$ cat config.mk
export PLATFORM = sky130hd
export DESIGN_NAME = branch_pc_unit
export DESIGN_NICKNAME = d
export VERILOG_FILES = /design/src/rtl/branch_pc_unit.sv
export SDC_FILE = /design/constraint.sdc
export NUM_CORES = 2
export LEC_CHECK = 0
export BUFFER_PORTS_ARGS = -buffer_cell sky130_fd_sc_hd__buf_4
export CAP_MARGIN = 30
export CORE_ASPECT_RATIO = 1.2
export CORE_MARGIN = 3
export CORE_UTILIZATION = 55
export DETAILED_ROUTE_END_ITERATION = 12
export MAX_ROUTING_LAYER = met4
export PLACE_DENSITY = 0.72
export SLEW_MARGIN = 25
export SYNTH_ARGS = -nofsm -noshare
export SYNTH_HDL_FRONTEND = slang
export SYNTH_SLANG_ARGS = --single-unit
$ cat constraint.sdc
create_clock -name clk -period 4.75 [get_ports clk]
set_clock_uncertainty 0.15 [all_clocks]
set_input_delay 0.2375 -clock clk [delete_from_list [all_inputs] [get_ports clk]]
set_output_delay 0.2375 -clock clk [all_outputs]
set_load 0.02 [all_outputs]
$ cat src/rtl/branch_pc_unit.sv
// branch_pc_unit: PC sequencer with branch resolution, direct-mapped BTB prediction,
// one-cycle mispredict redirect/flush and saturating branch statistics.
module branch_pc_unit #(
  parameter int              WIDTH       = 32,
  parameter logic [WIDTH-1:0] RESET_PC   = '0,
  parameter int              INSTR_BYTES = 4,
  parameter int              BTB_IDX     = 4,
  parameter int              CNT_W       = 16
) (
  input  logic             clk,
  input  logic             rst_n,
  input  logic             stall_i,
  output logic [WIDTH-1:0] pc_o,
  output logic             pred_taken_o,
  input  logic             br_valid_i,
  input  logic [WIDTH-1:0] br_pc_i,
  input  logic [2:0]       br_mode_i,
  input  logic [WIDTH-1:0] br_a_i,
  input  logic [WIDTH-1:0] br_b_i,
  input  logic [WIDTH-1:0] br_target_i,
  input  logic             br_pred_i,
  output logic             flush_o,
  output logic [CNT_W-1:0] branch_cnt_o,
  output logic [CNT_W-1:0] mispred_cnt_o
);
  localparam int N  = 1 << BTB_IDX;
  localparam int TW = WIDTH - BTB_IDX - 2;

  logic [WIDTH-1:0] pc_q, pc_d;
  logic             flush_q;
  logic [CNT_W-1:0] bcnt_q, mcnt_q;
  logic             v_q   [N];
  logic [TW-1:0]    tag_q [N];
  logic [WIDTH-1:0] tgt_q [N];
  logic [1:0]       ctr_q [N];

  logic [BTB_IDX-1:0] f_idx, b_idx;
  logic               f_hit, b_hit, eq, lt_s, lt_u, taken, mispred;
  logic [WIDTH-1:0]   pred_next, actual_next;
  logic [1:0]         ctr_nx;

  always_comb begin
    f_idx        = pc_q[BTB_IDX+1:2];
    f_hit        = v_q[f_idx] && tag_q[f_idx] == pc_q[WIDTH-1:BTB_IDX+2];
    pred_taken_o = f_hit && ctr_q[f_idx][1];
    pred_next    = pred_taken_o ? tgt_q[f_idx] : pc_q + WIDTH'(INSTR_BYTES);
    b_idx        = br_pc_i[BTB_IDX+1:2];
    b_hit        = v_q[b_idx] && tag_q[b_idx] == br_pc_i[WIDTH-1:BTB_IDX+2];
    eq           = br_a_i == br_b_i;
    lt_s         = $signed(br_a_i) < $signed(br_b_i);
    lt_u         = br_a_i < br_b_i;
    taken        = br_mode_i == 3'd0 ? eq   :
                   br_mode_i == 3'd1 ? !eq  :
                   br_mode_i == 3'd2 ? lt_s :
                   br_mode_i == 3'd3 ? !lt_s :
                   br_mode_i == 3'd4 ? lt_u :
                   br_mode_i == 3'd5 ? !lt_u :
                   br_mode_i == 3'd6;
    // a correctly predicted taken branch still redirects wrongly if the BTB target is stale
    mispred      = br_valid_i && (taken != br_pred_i ||
                   (taken && br_pred_i && !(b_hit && tgt_q[b_idx] == br_target_i)));
    actual_next  = taken ? br_target_i : br_pc_i + WIDTH'(INSTR_BYTES);
    pc_d         = mispred ? actual_next : stall_i ? pc_q : pred_next;
    ctr_nx       = taken ? (ctr_q[b_idx] == 2'b11 ? 2'b11 : ctr_q[b_idx] + 2'b01)
                         : (ctr_q[b_idx] == 2'b00 ? 2'b00 : ctr_q[b_idx] - 2'b01);
  end

  always_ff @(posedge clk or negedge rst_n) begin
    if (!rst_n) begin
      pc_q    <= RESET_PC;
      flush_q <= 1'b0;
      bcnt_q  <= '0;
      mcnt_q  <= '0;
      for (int i = 0; i < N; i++) begin
        v_q[i]   <= 1'b0;
        tag_q[i] <= '0;
        tgt_q[i] <= '0;
        ctr_q[i] <= 2'b01;
      end
    end else begin
      pc_q    <= pc_d;
      flush_q <= mispred;
      if (br_valid_i) begin
        if (!(&bcnt_q)) bcnt_q <= bcnt_q + 1'b1;
        if (mispred && !(&mcnt_q)) mcnt_q <= mcnt_q + 1'b1;
        if (b_hit) ctr_q[b_idx] <= ctr_nx;
        if (taken) begin
          v_q[b_idx]   <= 1'b1;
          tag_q[b_idx] <= br_pc_i[WIDTH-1:BTB_IDX+2];
          tgt_q[b_idx] <= br_target_i;
          if (!b_hit) ctr_q[b_idx] <= 2'b10;
        end
      end
    end
  end

  assign pc_o          = pc_q;
  assign flush_o       = flush_q;
  assign branch_cnt_o  = bcnt_q;
  assign mispred_cnt_o = mcnt_q;
endmodule

Word-level counts from Yosys, hierarchy flattened
Cells that the tools add are included.
{"block": "totals", "reg_bits": 1041, "latchBits": 0, "mem_bits_rw": 0, "romBits": 0, "inputBits": 136, "output_inout_bits": 66, "word_cells": 173, "n_memories": 0}
{"block": "classes", "addsub": 6, "mul": 0, "n_div": 0, "n_lt_le_gt_ge": 5, "n_eq_ne": 13, "n_shift": 0, "mux": 52, "bitwise_logic": 7, "n_reduce_logical": 22}
{"operator": "bitwise mux 512 bit", "n": 1}
{"operator": "bitwise mux 416 bit", "n": 1}
{"operator": "two-way mux 32 bit", "n": 13}
{"operator": "binary-select mux 32 bit (select 4 bit)", "n": 2}
{"operator": "binary-select mux 26 bit (select 4 bit)", "n": 2}
{"operator": "two-way mux 26 bit", "n": 5}
{"operator": "demux 32 bit (select 4 bit)", "n": 1}
{"operator": "demux 26 bit (select 4 bit)", "n": 1}
{"operator": "adder 32 x 3 -> 32 bit, second input constant", "n": 2}
{"operator": "== test 32 bit", "n": 2}
{"operator": "< comparator 32 bit", "n": 2}
{"operator": "== test 26 bit", "n": 2}
{"operator": "adder 16 x 1 -> 16 bit, second input constant", "n": 2}
{"operator": "bitwise mux 32 bit", "n": 1}
{"operator": "OR 16 bit", "n": 2}
{"operator": "AND reduction 16 bit", "n": 2}
{"operator": "bitwise AND 16 bit", "n": 1}
{"operator": "binary-select mux 2 bit (select 4 bit)", "n": 2}
{"operator": "two-way mux 2 bit", "n": 8}
{"operator": "inverter 16 bit", "n": 1}
{"operator": "two-way mux 1 bit", "n": 11}
{"operator": ">= comparator 5 bit, second input constant", "n": 2}
{"operator": "inverter 4 -> 5 bit", "n": 2}
{"operator": "== test 3 bit, second input constant", "n": 3}
{"operator": "18 further kinds", "n": 34}

Depth between registers and ports, before layout
{"block": "logic_depth", "depth_word": 15, "ltp_mapped": 23}

Worst setup path before layout
Ideal clock, no wire load.
{"block": "synth_timing", "path_type": "input port to flip-flop", "start": "in br_b_i[25]", "end": "reg mcnt_q[1] (netlist: mispred_cnt_o[1])", "setup_time_ps": 128, "arrival_ps": 4865, "t_required_ps": 4472, "setup_slack_ps": -392, "stages": 22, "cell_sequence": "inv_1 > ha_1 > a21o_1 > a21o_1 > a211oi_1 > o21ai_0 > a221oi_1 > and3_1 > mux2i_1 > nor3_1 > clkbuf_1 > clkinv_1 > clkbuf_1 > ha_1 > a2111oi_0 > nand3_1 > or4_1 > nor4_1 > a21o_1 > buf_2 > nor2_1 > mux2_1"}
{"block": "synth_between", "elab_chain_len": 14, "word_cells_on_any_way": 19, "classes_between": "order compare: 2; eq/ne: 2; mux: 6; reduce/logical: 9"}
{"element": "start, declared", "line": "19", "rtl": "input logic [WIDTH-1:0] br_b_i,"}
{"element": "< comparator 32 bit", "line": "51", "rtl": "lt_u = br_a_i < br_b_i;"}
{"element": "logical NOT 1 bit", "line": "57", "rtl": "br_mode_i == 3'd5 ? !lt_u :"}
{"element": "two-way mux 1 bit", "line": "57"}
{"element": "two-way mux 1 bit", "line": "56", "rtl": "br_mode_i == 3'd4 ? lt_u :"}
{"element": "two-way mux 1 bit", "line": "55", "rtl": "br_mode_i == 3'd3 ? !lt_s :"}
{"element": "two-way mux 1 bit", "line": "54", "rtl": "br_mode_i == 3'd2 ? lt_s :"}
{"element": "two-way mux 1 bit", "line": "53", "rtl": "br_mode_i == 3'd1 ? !eq :"}
{"element": "two-way mux 1 bit *", "line": "52", "rtl": "taken = br_mode_i == 3'd0 ? eq :"}
{"element": "logical AND 1 bit (2 in series)", "line": "61", "rtl": "(taken && br_pred_i && !(b_hit && tgt_q[b_idx] == br_target_i)));"}
{"element": "logical OR 1 bit *", "line": "60", "rtl": "mispred = br_valid_i && (taken != br_pred_i ||"}
{"element": "logical AND 1 bit *", "line": "60"}
{"element": "logical AND 1 bit *", "line": "85", "rtl": "if (mispred && !(&mcnt_q)) mcnt_q <= mcnt_q + 1'b1;"}
{"element": "AND reduction 2 bit (no source line) *"}
{"element": "end signal, assigned", "line": "85"}
{"element": "end, declared", "line": "31", "rtl": "logic [CNT_W-1:0] bcnt_q, mcnt_q;"}
Every way passes the cells marked *; elsewhere a longest branch is shown, timed or not.
A chain may end at the register's enable or synchronous reset.

Worst setup path in the final report
{"block": "layout_timing", "start": "reg pc_q[3] (netlist: pc_o[3])", "end": "out pred_taken_o"}
{"block": "layout_between", "elab_chain_len": 7, "word_cells_on_any_way": 13, "classes_between": "eq/ne: 1; mux: 9; bitwise: 1; reduce/logical: 2"}
{"element": "start, declared", "line": "29", "rtl": "logic [WIDTH-1:0] pc_q, pc_d;"}
{"element": "start signal, assigned", "line": "81", "rtl": "pc_q <= pc_d;"}
{"element": "inverter 4 -> 5 bit (not written as such) *", "line": "44, 45"}
{"element": "binary-select mux 26 bit (select 4 bit)", "line": "44", "rtl": "f_hit = v_q[f_idx] && tag_q[f_idx] == pc_q[WIDTH-1:BTB_IDX+2];"}
{"element": "two-way mux 26 bit (not written as such) (2 in series)", "line": "44"}
{"element": "== test 26 bit", "line": "44"}
{"element": "logical AND 1 bit", "line": "44"}
{"element": "logical AND 1 bit *", "line": "45", "rtl": "pred_taken_o = f_hit && ctr_q[f_idx][1];"}
{"element": "end, declared", "line": "14", "rtl": "output logic pred_taken_o,"}
Every way passes the cells marked *; elsewhere a longest branch is shown, timed or not. The select of a mux whose other input is x is not followed.

==> metrics.yaml <==
timing:
  slew_headroom_pct: 35.28
  setup_viol: 16
  fmaxAchievable_ghz: 0.2061
  hold_ws_ns: 0.06393
  timing.final.ws_setup_ns: -0.1032
  hold_violations: 0
  rsz0062_at_grt: "true"
  period_minus_slack_ns: 4.853
  worst_pin_slew_ns: 0.9625
  fin_crit_sh_pct: 102.2
  finalMaxSlewViolations: 0
die:
  initial_core_util_pct: 55.81
  chipHeight_um: 364.5
  io_pins: 202
  die_w_um: 304.8
  rows: 130
  die_area_sq_mm: 0.1111
  core-area_sq_mm: 0.1056
layout:
  design_area_sq_mm: 0.06843
  drive_gt1_share_pct: 51.46
  instances_no_fill: 5900
  area_growth_pct: 16.14
  layout_common_cells: "1022 x dfrtp_1, 970 x mux2_2, 535 x mux4_2"
  final_common_cell: "dfrtp_1"
  fin_nets: 4590
synthesis:
  yosys_warnings: 0
  yosysSeqAreaShare_pct: 44.25
  synth_edf_count: 0
  ys_ff_latch: 1041
  syn_area_sq_mm: 0.05892
  synth_cell_types: 78
  synth_top_area_share_pct: 43.53
  synth_async_sr_flop_share_pct: 100.0
  yosys-top-cells-area: "dfrtp_1 44%, mux4_2 20%, mux2_2 19%"
  synth_area_leader_cell: "dfrtp_1"
  synthFlopType: "dfrtp_1"
  synth_cells: 4137
  syn_area_per_cell_sq_um: 14.24
  syn_nets: 4313
setup_path:
  cp_data_required_time_ns: 4.36
  critPathArrivalTime_ns: 4.47
  cp-start-kind: "register"
  worstReg2RegStart: "pc_o[3]$_DFFE_PN0P_"
  reg2reg_slack_ns: -0.07
  cp-end-kind: "output port"
  critPathLaunch: "pc_o[3]$_DFFE_PN0P_"
  critPathMaxFanout: 22
  worstSetupPathType: "reg -> out"
  worstRegToRegCells: 12
  worstReg2RegEnd: "pc_o[4]$_DFFE_PN0P_"
run_status:
  violations: "negative setup slack"
  status: "finished, violations left"
cts:
  htreeDepth: 3
  numCtsBuffers: 110
  cts_buffer_depth: 3
  clk_pin_slew_ns: 0.06
  clock-sinks: 1041
  clkLatencyLatePin_ns: 0.73
  ctsRootBufferMaster: "clkbuf_16"
  cts_tree: "built"
power_and_ir_drop:
  power_switching_share_pct: 33.39
  pwr-share-seq_pct: 37.4
  leakage_nw: 29.29
  intPower_w: 0.02341
  fin_total_pwr_w: 0.03514
  clockPowerShare_pct: 25.8
  p_switching_w: 0.01173
  ir_drop_mv: 0.3235
  pwr-share-comb_pct: 36.8
  p_per_area_mw_per_mm2: 513.5
grt:
  antenna_found_initial: 7
  track_usage_pct: 34.31
  grt_overflow_total: 0
  grt_max_degree: 126
  grt_pass1_vias: 41372
  grt_pass1_wl_um: 275100
placed_design:
  placed_cells: 5606
  dp_hpwl_um: 119700
  gp_congestion: 1.046
  place_area_sq_mm: 0.06350
  io_buffer_count: 201
routing:
  drc: 0
  postRouteAntennaNets: 0
  viasPerCell: 6.810
  wl_per_cell_um: 31.11
  first_pass_iters: 6
  routed_wl_um: 183600
  dr_total_vias: 40181
  drt-initial-drc-count: 3988
worst_hold_path:
  whs_endpoint: "pc_o[5]$_DFFE_PN0P_"
  holdCritPathClass: "in -> reg"
  holdPathStages: 4
  hold_path.startpoint: "br_pc_i[5]"
run:
  cap_violations: 0
==> metrics by stage <==
stage          TNS [ns]  worst slack, ns  util, %
3_5_place_dp     -13.55          -0.3257    60.16
4_1_cts        -0.03215         -0.03215    64.67
3_3_place_gp     -7.536          -0.2008    60.15
2_1_floorplan         0          0.02624        -
6_report        -0.5818          -0.1032    64.82
5_1_grt          -2.224          -0.1648    64.82
==> cells by family after synthesis <==
kind of cell	after synthesis	share of synthesized area, %
AND/OR/NAND/NOR	459	3.984
adder cells (fa/ha/maj)	42	0.8834
flip-flops	1041	44.25
XOR/XNOR	143	2.126
multiplexers	1692	42.20
AO/OA/AOI/OAI	269	3.177
buffers and inverters	491	3.379
==> Yosys cell counts, types with 25 or more instances <==
| library cell | count |
|---|---|
| nand3_1 | 71 |
| o21ai_0 | 29 |
| ha_1 | 40 |
| inv_1 | 73 |
| clkbuf_1 | 268 |
| o22ai_1 | 28 |
| nor2_1 | 71 |
| mux2_2 | 971 |
| buf_2 | 49 |
| nand4_1 | 42 |
| and3_1 | 25 |
| a21oi_1 | 47 |
| mux4_2 | 535 |
| xnor2_1 | 105 |
| mux2i_1 | 169 |
| dfrtp_1 | 1025 |
| xor2_1 | 38 |
| nand2_1 | 104 |
| nor3_1 | 44 |
| buf_1 | 78 |
==> how the worst max path moves through the flow <==
stage | end | slack, ns | cells after the start
3_5_place_dp | pc_o[4]$_DFFE_PN0P_ | -0.33 | 21
6_report | pred_taken_o | -0.10 | 11
2_1_floorplan | mispred_cnt_o[1]$_DFFE_PN0P_ | 0.03 | 22
4_1_cts | pred_taken_o | -0.03 | 12
5_1_grt | pred_taken_o | -0.16 | 11
3_3_place_gp | mispred_cnt_o[1]$_DFFE_PN0P_ | -0.20 | 20
==> per-layer routing <==
| metal | wire length (um) | global-route usage (%) |
|---|---|---|
| met2 | 88210 | 54.21 |
| met1 | 70680 | 43.34 |
| met4 | 9057 | 15.10 |
| met3 | 15630 | 7.152 |
| met5 | 0 | - |
==> timing repair <==
item,4_1_cts,5_1_grt
hold buffers,67,0
pin swaps,6,4
gates resized for setup,23,23
buffers inserted,14,1
hold endpoints to repair,1106,0
endpoints found under the setup margin,19,28
cloned,1,0
==> area by class of cell <==
class | instances | area (sq um)
sequential | 1041 | 26080
antenna | 4 | 10.01
clock buffer | 150 | 3154
clock inverter | 58 | 665.6
multi-input combinational | 2605 | 31170
timing repair buffer | 576 | 5306
fill | 7537 | 37140
inverter | 80 | 309.0
tap | 1386 | 1734
==> state kept, by name, summed over array words and instances, names as in the netlist <==
| name | count |
|---|---|
| tgt_q | 512 |
| flush_o | 1 |
| tag_q | 416 |
| ctr_q | 32 |
| branch_cnt_o | 16 |
| pc_o | 32 |
| mispred_cnt_o | 16 |
| v_q | 16 |
==> power by group through the flow <==
stage / clock network (W) / logic [W] / registers [W]
final: 0.00908 / 0.0129 / 0.0131
after CTS: 0.00919 / 0.0127 / 0.0130
after global placement: 0 / 0.0122 / 0.0130
after detailed placement: 0 / 0.0124 / 0.0132
after floorplan: 0 / 0.00825 / 0.0126
after global routing: 0.00956 / 0.0136 / 0.0134
==> worst max-delay path, stage by stage (launching register included) <==
cell,delay [ns]
dfrtp_4,0.58
buf_12,0.20
and2_1,0.30
a221oi_1,0.62
o21ai_0,0.19
a32oi_1,0.33
o2111ai_1,0.18
or4b_4,0.52
buf_4,0.16
nor4_4,0.34
buf_12,0.18
buf_8,0.11
(Power assumes the default switching activity.)
